## config.mk

```make
export PLATFORM = sky130hd
export DESIGN_NAME = serial_sub
export DESIGN_NICKNAME = d
export VERILOG_FILES = /design/src/rtl/serial_sub_pkg.sv /design/src/rtl/serial_sub_fs_cell.sv /design/src/rtl/serial_sub.sv
export SDC_FILE = /design/constraint.sdc
export NUM_CORES = 1
export LEC_CHECK = 0
export BUFFER_PORTS_ARGS = -buffer_cell sky130_fd_sc_hd__buf_2
export CORE_AREA = 2 2 81 83
export CTS_CLUSTER_SIZE = 30
export DETAILED_ROUTE_END_ITERATION = 6
export DIE_AREA = 0 0 83 85
export GPL_TIMING_DRIVEN = 0
export PLACE_DENSITY = 0.5
export SLEW_MARGIN = 20
export SYNTH_ARGS = -nofsm -noshare
export SYNTH_HDL_FRONTEND = slang
export SYNTH_SLANG_ARGS = --single-unit
```

## constraint.sdc

```tcl
create_clock -name clk -period 1.5 [get_ports clk]
set_input_delay 0.225 -clock clk [delete_from_list [all_inputs] [get_ports clk]]
set_output_delay 0.225 -clock clk [all_outputs]
set_load 0.02 [all_outputs]
```

## src/rtl/serial_sub_pkg.sv

```systemverilog
// Shared definitions for the bit-serial subtractor: FSM state encoding and a
// helper that sizes the bit counter from the operand width.
package serial_sub_pkg;

   typedef enum logic [1:0] {
      IDLE = 2'b00,
      RUN  = 2'b01,
      DONE = 2'b10
   } state_t;

   // Number of bits needed to count 0..value-1, never less than one.
   function automatic int counterWidth(input int value);
      int result;
      result = 0;
      for (int i = 0; i < 31; i++) begin
         if ((1 << i) < value) begin
            result = i + 1;
         end
      end
      return (result < 1) ? 1 : result;
   endfunction

endpackage

```

## src/rtl/serial_sub_fs_cell.sv

```systemverilog
// Combinational full-subtractor cell: one bit of x - y - bin.
module fs_cell (
   input  logic x,
   input  logic y,
   input  logic bin,
   output logic d,
   output logic bout
);

   // Difference bit and borrow-out of a single-bit subtraction with borrow-in.
   always_comb begin
      d    = x ^ y ^ bin;
      bout = (~x & y) | (~(x ^ y) & bin);
   end

endmodule

```

## src/rtl/serial_sub.sv

```systemverilog
// Bit-serial two's-complement subtractor, diff = a - b, LSB first.
// Optional macro SERIAL_SUB_SAT_EN saturates diff on signed overflow instead
// of wrapping; without it the result is the plain modulo-2^WIDTH difference.
module serial_sub
   import serial_sub_pkg::*;
#(
   parameter int WIDTH = 8
) (
   input  logic             clk,
   input  logic             rst,
   input  logic             start,
   input  logic [WIDTH-1:0] a,
   input  logic [WIDTH-1:0] b,
   output logic             busy,
   output logic             done,
   output logic [WIDTH-1:0] diff,
   output logic             borrow_out,
   output logic             ovf
);

   localparam int CW = counterWidth(WIDTH);
   localparam logic [CW-1:0] LAST_COUNT = CW'(WIDTH - 1);

   state_t           r_state;
   logic [CW-1:0]    r_count;
   logic [WIDTH-1:0] r_shiftA;
   logic [WIDTH-1:0] r_shiftB;
   logic [WIDTH-1:0] r_shiftR;
   logic             r_borrowQ;
   logic             r_aMsb;
   logic             r_bMsb;
   logic             r_busy;
   logic             r_done;
   logic [WIDTH-1:0] r_diff;
   logic             r_borrowOut;
   logic             r_ovf;

   logic             w_diffBit;
   logic             w_borrowNext;
   logic [WIDTH-1:0] w_resultNext;
   logic             w_ovf;
   logic [WIDTH-1:0] w_diffFinal;

   fs_cell u_fsCell (
      .x    (r_shiftA[0]),
      .y    (r_shiftB[0]),
      .bin  (r_borrowQ),
      .d    (w_diffBit),
      .bout (w_borrowNext)
   );

   assign w_resultNext = {w_diffBit, r_shiftR[WIDTH-1:1]};

   // Signed overflow only happens when the operand signs differ and the result
   // sign disagrees with the minuend; the operand MSBs were latched at start
   // because the shift registers no longer hold them by the last bit.
   assign w_ovf = (r_aMsb != r_bMsb) && (w_resultNext[WIDTH-1] != r_aMsb);

`ifdef SERIAL_SUB_SAT_EN
   // Clamp to the most positive or most negative value in the minuend's direction.
   assign w_diffFinal = !w_ovf ? w_resultNext :
                        (r_aMsb ? {1'b1, {(WIDTH-1){1'b0}}}
                                : {1'b0, {(WIDTH-1){1'b1}}});
`else
   assign w_diffFinal = w_resultNext;
`endif

   // Control FSM and serial datapath; result registers only update on DONE entry.
   always_ff @(posedge clk) begin
      if (rst) begin
         r_state     <= IDLE;
         r_count     <= '0;
         r_shiftA    <= '0;
         r_shiftB    <= '0;
         r_shiftR    <= '0;
         r_borrowQ   <= 1'b0;
         r_aMsb      <= 1'b0;
         r_bMsb      <= 1'b0;
         r_busy      <= 1'b0;
         r_done      <= 1'b0;
         r_diff      <= '0;
         r_borrowOut <= 1'b0;
         r_ovf       <= 1'b0;
      end else begin
         case (r_state)
            IDLE: begin
               r_done <= 1'b0;
               if (start) begin
                  r_shiftA  <= a;
                  r_shiftB  <= b;
                  r_shiftR  <= '0;
                  r_aMsb    <= a[WIDTH-1];
                  r_bMsb    <= b[WIDTH-1];
                  r_borrowQ <= 1'b0;
                  r_count   <= '0;
                  r_busy    <= 1'b1;
                  r_state   <= RUN;
               end
            end
            RUN: begin
               r_shiftA  <= r_shiftA >> 1;
               r_shiftB  <= r_shiftB >> 1;
               r_shiftR  <= w_resultNext;
               r_borrowQ <= w_borrowNext;
               r_count   <= r_count + 1'b1;
               if (r_count == LAST_COUNT) begin
                  r_diff      <= w_diffFinal;
                  r_borrowOut <= w_borrowNext;
                  r_ovf       <= w_ovf;
                  r_busy      <= 1'b0;
                  r_done      <= 1'b1;
                  r_state     <= DONE;
               end
            end
            DONE: begin
               r_done  <= 1'b0;
               r_state <= IDLE;
            end
            default: begin
               r_busy  <= 1'b0;
               r_done  <= 1'b0;
               r_state <= IDLE;
            end
         endcase
      end
   end

   assign busy       = r_busy;
   assign done       = r_done;
   assign diff       = r_diff;
   assign borrow_out = r_borrowOut;
   assign ovf        = r_ovf;

endmodule
```

==> results.json, run 1 <==
{
  "status": "finished clean",
  "top_level_i_o_count": 31,
  "place.port_buffers": 29,
  "ys_seq_elements": 43,
  "syn_area_um2": 1800,
  "post_synth_inst_count": 184,
  "finalHoldViolations": 0,
  "pin_count_of_the_biggest_net_entering_global_routing": 14,
  "layout-drive-gt1-share_pct": 29.4,
  "grt.total_usage_pct": 11.2,
  "cts_inserted_buffers": 5,
  "worst-slew-pin-transition_ns": 0.680,
  "core_region_area_um2": 6200,
  "final_net_count": 242,
  "crit_cells": 5,
  "power_density_nw_per_um2": 1120,
  "number_of_remaining_drc_errors": 0,
  "dp.final_hpwl_mm": 2.65,
  "final.setup_skew_ns": 0.00504,
  "holdCritPathClass": "input pin to flip-flop",
  "yosysUniqueCellTypes": 26,
  "timing.critical_path.slowest_stage_cell": "sky130_fd_sc_hd__fa_2",
  "timing.reg2reg.worst_path_depth": 5,
  "tritoncts": "yes",
  "first_pass_iters": 4,
  "min_from": "rst",
  "initialDrtViolationCount": 58,
  "cp_max_fo": 4,
  "place_worst_setup_slack_ns": -0.00806,
  "num_vias": 1380,
  "synth.yosys.warnings": 0,
  "critPathCaptureType": "flip-flop",
  "die_height_um": 85,
  "worst_setup_hold_path_clk_slew_ns": 0.08,
  "worst_path_cell_chain": "inv_1 -> fa_2 -> nor2_1 -> a21oi_1 -> a211oi_1",
  "detail_route.wl_per_cell_um": 12.7,
  "min_path_cells": 2,
  "insertion_delay_ns": 0.29,
  "antenna_left": 0,
  "final_critical_path_setup_slack_ns": 0.0755,
  "final.min_clock_period_ns": 1.42,
  "worstReg2RegStart": "r_shiftB[0]",
  "synth.avg_cell_area_um2": 9.76,
  "ir_worst_vdd_uv": 417,
  "setup_viol": 0,
  "post_layout_inst_area_um2": 2180,
  "design.die.area_um2": 7060,
  "timing.critical_path.arrival_ns": 1.57,
  "route.final.wire_length_mm": 3.80,
  "clock_sinks": 43,
  "final_max_slew_viol_count": 0,
  "initial_standard_cell_utilization_of_the_core_pct": 28.9,
  "critical_path_class": "flip-flop to flip-flop",
  "postCtsSetupRepairBufs": 0,
  "floorplan.rows": 29,
  "cellLeakagePower_uw": 0.000869,
  "clock-root-buffer": "sky130_fd_sc_hd__clkbuf_8",
  "detailed_place.area_um2": 2040,
  "worstPathRequired_ns": 1.64,
  "timing.critical_path.from": "r_shiftB[0]",
  "max-cap-violations": 0,
  "via_count_of_the_first_global_routing_pass": 1412,
  "overflow_after_grt": 0,
  "worst_slew_margin_rel_pct": 54.6,
  "critPathTopFamily": "adder cells",
  "die_w_um": 83,
  "layout_worst_path_cycle_share_pct": 95.0,
  "detail_route.vias_per_cell": 4.63,
  "maxClockFrequency_ghz": 0.702,
  "synth_nets": 206,
  "sequential_to_total_area_share_from_yosys_stat_pct": 47.9,
  "antenna_diode_count": 0,
  "antenna_found_initial": 0,
  "critPathLaunchType": "flip-flop",
  "cts.path.max_buffers": 2,
  "cts.htree.levels": 2,
  "grt_pass1_wl_mm": 6.45,
  "flow.area_growth_from_synthesis_pct": 21.5,
  "worst-path-buf-inv": 1,
  "globalplace.congestion": 0.679,
  "cp_slowest_stage_delay_ns": 0.61,
  "fill_cells": 654
}
[registers in the layout, summed over array words and instances, names as in the netlist]
register / flops
borrow_out: 1
busy: 1
diff: 8
done: 1
ovf: 1
r_aMsb: 1
r_bMsb: 1
r_borrowQ: 1
r_count: 3
r_shiftA: 8
r_shiftB: 8
r_shiftR: 7
r_state: 2
[layer usage]
layer,vias up,routed length [µm],global-route usage (%)
met4,0,36,4.47
li1,709,-,-
met1,651,1920,14.1
met3,2,122,3.02
met2,18,1720,18.3
met5,-,0,0
[metrics by stage]
stage / hold slack, ns / utilization (%) / power (µW) / instances / TNS [ns]
after global placement: 0.443 / 32.8 / 1550 / 290 / 0
final: 0.190 / 35.2 / 2450 / 298 / 0
after floorplan: 0.384 / - / 1470 / 184 / 0
after global routing: 0.208 / 35.2 / 2560 / 298 / -0.00481
after detailed placement: 0.448 / 32.8 / 1550 / 290 / -0.00806
after CTS: 0.189 / 34.8 / 2480 / 298 / 0
[cell usage in the layout, fill, tap and decap left out]
master,n
sky130_fd_sc_hd__a211oi_2,11
sky130_fd_sc_hd__nand3b_1,1
sky130_fd_sc_hd__a21oi_1,14
sky130_fd_sc_hd__clkbuf_1,4
sky130_fd_sc_hd__clkbuf_8,6
sky130_fd_sc_hd__nor3b_1,1
sky130_fd_sc_hd__fa_2,1
sky130_fd_sc_hd__o21bai_1,1
sky130_fd_sc_hd__buf_2,33
sky130_fd_sc_hd__dfxtp_1,40
sky130_fd_sc_hd__nor2b_1,1
sky130_fd_sc_hd__buf_12,1
sky130_fd_sc_hd__a211oi_1,7
sky130_fd_sc_hd__a22oi_1,10
sky130_fd_sc_hd__buf_6,5
sky130_fd_sc_hd__o21ba_4,1
sky130_fd_sc_hd__dfxtp_2,3
sky130_fd_sc_hd__bufinv_16,1
sky130_fd_sc_hd__nand2b_1,4
sky130_fd_sc_hd__mux2i_1,14
sky130_fd_sc_hd__inv_1,3
sky130_fd_sc_hd__a21o_1,1
sky130_fd_sc_hd__clkinv_2,1
sky130_fd_sc_hd__nand3b_2,1
sky130_fd_sc_hd__nor2_1,30
sky130_fd_sc_hd__ha_1,1
sky130_fd_sc_hd__o21ai_0,3
sky130_fd_sc_hd__nand2_1,20
sky130_fd_sc_hd__ha_4,1
sky130_fd_sc_hd__and3b_1,1
[worst register-to-register path: stages (launching register included)]
cell and delay (ns):
sky130_fd_sc_hd__dfxtp_2 0.34, sky130_fd_sc_hd__inv_1 0.06, sky130_fd_sc_hd__fa_2 0.61, sky130_fd_sc_hd__nor2_1 0.06
sky130_fd_sc_hd__a21oi_1 0.13, sky130_fd_sc_hd__a211oi_1 0.09
[cell type report]
cell class | count | area, µm² | area share (%)
flip-flops and latches | 43 | 865 | 39.6
multi-input cells | 124 | 836 | 38.3
repair buffers | 29 | 145 | 6.65
plain buffers | 14 | 111 | 5.10
well taps | 77 | 96.3 | 4.42
clock buffers | 6 | 82.6 | 3.78
clock inverters | 2 | 35.0 | 1.61
inverters | 3 | 11.3 | 0.516
[power breakdown]
part	leakage, µW	switching (µW)	internal (µW)	total (µW)
Sequential	0.000353	32.9	1200	1230
Clock	0.0000612	388	539	926
Combinational	0.000456	161	137	298
[cell families (layout without fill, tap and decap cells)]
kind of cell / after synthesis / after routing / share of synthesized area (%)
adders and majority gates: 3 / 3 / 2.51
buffers and inverters: 17 / 54 / 6.62
AOI/OAI and AO/OA: 48 / 48 / 21.0
DFF: 43 / 43 / 47.9
muxes: 14 / 14 / 7.80
and+or+nand+nor: 59 / 59 / 14.1
[synthesized netlist by cell type (all sizes together)]
master / instances / area, µm²
nand3b: 2 / 18.8
nor3b: 1 / 7.51
nand2b: 4 / 25.0
o21bai: 1 / 7.51
nor2b: 1 / 6.26
a22oi: 10 / 75.1
buf: 10 / 92.6
mux2i: 14 / 140
a211oi: 18 / 185
o21ba: 1 / 16.3
clkbuf: 4 / 15.0
a21oi: 14 / 70.1
ha: 2 / 25.0
dfxtp: 43 / 861
nor2: 30 / 113
o21ai: 3 / 15.0
fa: 1 / 20.0
and3b: 1 / 8.76
inv: 3 / 11.3
nand2: 20 / 75.1
a21o: 1 / 7.51
[final timing paths]
| check | endpoint | slack, ns |
|---|---|---|
| setup reg to reg | ovf | 0.08 |
| hold reg to reg | r_count[0] | 0.45 |
| hold / removal | r_shiftA[3] | 0.19 |
| setup / recovery | ovf | 0.08 |
[what timing repair did]
action / 4_1_cts / 5_1_grt
cloned: 0 / 0
hold buffers: 0 / 0
setup endpoints to repair: 1 / 4
gates resized for setup: 1 / 7
pin swaps: 0 / 2
No activity file was read; power rests on OpenSTA's default activity.
==> inputs of run 2 (changes only) <==
--- a/config.mk
+++ b/config.mk
@@ -15,4 +15,5 @@
 export SLEW_MARGIN = 20
 export SYNTH_ARGS = -nofsm -noshare
 export SYNTH_HDL_FRONTEND = slang
+export SYNTH_HIERARCHICAL = 1
 export SYNTH_SLANG_ARGS = --single-unit
==> results.json, run 2 <==
{
  "status": "finished clean",
  "ir_worst_vdd_uv": 599,
  "ys_top_cells_by_count": "sky130_fd_sc_hd__dfxtp_1, sky130_fd_sc_hd__nor2_1, sky130_fd_sc_hd__mux2i_1",
  "maxClockFrequency_ghz": 0.707,
  "place_worst_setup_slack_ns": 0.0457,
  "core_region_area_um2": 6200,
  "min_path_cells": 2,
  "hold_buffers": 0,
  "cellLeakagePower_uw": 0.000985,
  "initial_standard_cell_utilization_of_the_core_pct": 28.9,
  "layout-drive-gt1-share_pct": 30.7,
  "worstReg2RegStart": "r_borrowQ",
  "timing.critical_path.slowest_stage_cell": "sky130_fd_sc_hd__fa_2",
  "postCtsSetupRepairBufs": 0,
  "final_critical_path_setup_slack_ns": 0.0863,
  "synth_most_common_cell": "sky130_fd_sc_hd__dfxtp_1",
  "timing.critical_path.from": "r_borrowQ",
  "yosysUniqueCellTypes": 31,
  "worst_slew_margin_rel_pct": 61.9,
  "worst_path_cell_chain": "inv_1 -> fa_2 -> nor2_1 -> a21oi_1 -> a221oi_2",
  "critPathTopFamily": "adder cells",
  "cts.htree.levels": 2,
  "synth_enable_flop_cells": 0,
  "critPathLaunchType": "flip-flop",
  "critical_path.endpoint": "ovf",
  "synth_top_area_cell": "sky130_fd_sc_hd__dfxtp_1",
  "post_synth_main_area_contributors": "sky130_fd_sc_hd__dfxtp_1, sky130_fd_sc_hd__mux2i_1, sky130_fd_sc_hd__a211oi_2, sky130_fd_sc_hd__nor2_1, sky130_fd_sc_hd__a22o_1",
  "top_level_i_o_count": 31,
  "power_density_nw_per_um2": 1170,
  "grt-busiest-layer": "met2",
  "worst-path-buf-inv": 1,
  "antenna_diode_count": 0,
  "clock-root-buffer": "sky130_fd_sc_hd__clkbuf_8",
  "final_max_slew_viol_count": 0,
  "timing.rr.end": "ovf",
  "worst_setup_hold_path_clk_slew_ns": 0.08,
  "insertion_delay_ns": 0.29,
  "numPlacedInstances": 271,
  "async_reset_ff_share_pct": 0,
  "number_of_remaining_drc_errors": 0,
  "antenna_found_initial": 0,
  "synth.yosys.warnings": 6,
  "route.final.wire_length_mm": 3.50,
  "stdcell_count": 279,
  "final.min_clock_period_ns": 1.41,
  "grt_pass1_wl_mm": 6.23,
  "cts_inserted_buffers": 5,
  "reg2reg_setup_slack_ns": 0.09,
  "flow.area_growth_from_synthesis_pct": 21.2,
  "critPathCaptureType": "flip-flop",
  "mostFrequentLayoutCell": "sky130_fd_sc_hd__dfxtp_1",
  "setup_viol": 0,
  "sequential_to_total_area_share_from_yosys_stat_pct": 48.0,
  "detail_route.vias_per_cell": 4.53,
  "detail_route.wl_per_cell_um": 12.5,
  "cts.path.max_buffers": 2,
  "place.port_buffers": 29,
  "final.setup_skew_ns": 0.00653,
  "use_met2_pct": 17.4,
  "critical_path_class": "flip-flop to flip-flop",
  "post_synth_inst_count": 165,
  "design.die.area_um2": 7060,
  "ys_seq_elements": 43,
  "synth_largest_type_area_fraction_pct": 48.0,
  "globalplace.congestion": 0.678,
  "first_pass_iters": 3,
  "layout_common_cells": "sky130_fd_sc_hd__dfxtp_1, sky130_fd_sc_hd__buf_2, sky130_fd_sc_hd__nor2_1, sky130_fd_sc_hd__mux2i_1",
  "worst-slew-pin-transition_ns": 0.572,
  "leading_register_cell_type_out_of_synthesis": "sky130_fd_sc_hd__dfxtp_1",
  "clock_sinks": 43,
  "crit_cells": 5,
  "cp_slowest_stage_delay_ns": 0.61,
  "max-cap-violations": 0,
  "finish.utilization_pct": 35.0,
  "pin_count_of_the_biggest_net_entering_global_routing": 14,
  "totalPowerFinal_uw": 2530,
  "worstPathRequired_ns": 1.69,
  "cp_max_fo": 4,
  "grt.total_usage_pct": 10.8,
  "antenna_left": 0,
  "grtUsageMet3_pct": 2.63,
  "layout_worst_path_cycle_share_pct": 94.2,
  "num_vias": 1263,
  "timing.reg2reg.worst_path_depth": 5,
  "die_w_um": 83,
  "finalHoldViolations": 0,
  "final_net_count": 223,
  "via_count_of_the_first_global_routing_pass": 1335,
  "syn_area_um2": 1790,
  "floorplan.rows": 29,
  "synth_nets": 187,
  "dp.final_hpwl_mm": 2.45,
  "unrepaired_setup_endpoints_after_global_routing": "false",
  "synth.avg_cell_area_um2": 10.9,
  "overflow_after_grt": 0,
  "holdCritPathClass": "input pin to flip-flop",
  "timing.critical_path.arrival_ns": 1.60,
  "initialDrtViolationCount": 41,
  "m1_gr_usage_pct": 13.7,
  "die_height_um": 85,
  "tritoncts": "yes",
  "setup_total_negative_slack_ns": 0
}
## run 2: cell types whose count changed after synthesis, sizes merged, moves of 2 or more
cell    delta
nand2b     -2
a22o      +10
nor2       -3
nand2     -17
inv        +2
a211oi     -4
a21oi      -7
mux2i     +10
a22oi     -10
## run 2: worst min-delay path by stage
stage	startpoint	end	slack, ns
floorplan	a[7]	r_aMsb	0.38
global placement	r_borrowQ	r_borrowQ	0.46
detailed placement	r_borrowQ	r_borrowQ	0.46
CTS	rst	ovf	0.20
global route	b[7]	r_bMsb	0.22
finish	rst	ovf	0.20
## run 2: cell families (layout without fill, tap and decap cells)
kind of cell	Yosys count	in the layout	share of synthesized area, %
adders and majority gates	3	3	2.51
and+or+nand+nor	40	40	11.5
AOI/OAI and AO/OA	38	38	18.6
buffers and inverters	17	54	5.94
muxes	24	24	13.4
DFF	43	43	48.0
## run 2: metrics by stage
| stage | instance area [µm²] | hold WS [ns] |
|---|---|---|
| 2_1_floorplan | 1790 | 0.384 |
| 3_3_place_gp | 2030 | 0.457 |
| 3_5_place_dp | 2030 | 0.458 |
| 4_1_cts | 2170 | 0.195 |
| 5_1_grt | 2170 | 0.216 |
| 6_report | 2170 | 0.203 |
## run 2: area by class of cell
type	instances	area [µm²]
Clock buffer	6	72.6
Multi-Input combinational cell	105	830
Buffer	12	87.6
Timing Repair Buffer	29	145
Tap cell	77	96.3
Fill cell	631	4030
Sequential cell	43	861
Inverter	5	18.8
Clock inverter	2	60.1
## run 2: repair_timing
action	in CTS	in global routing
hold endpoints to repair	0	0
endpoints found under the setup margin	0	10
resized for setup	0	2
## run 2: report_power, final
part	switching (µW)	total, µW	internal (µW)
Clock	397	1060	666
Sequential	29.1	1220	1190
Combinational	135	252	117
Total	561	2530	1970
## run 2: routing by layer
layer,up-vias,routed length (µm)
met2,17,1630
li1,651,-
met5,-,0
met1,590,1680
met3,5,126
met4,0,66
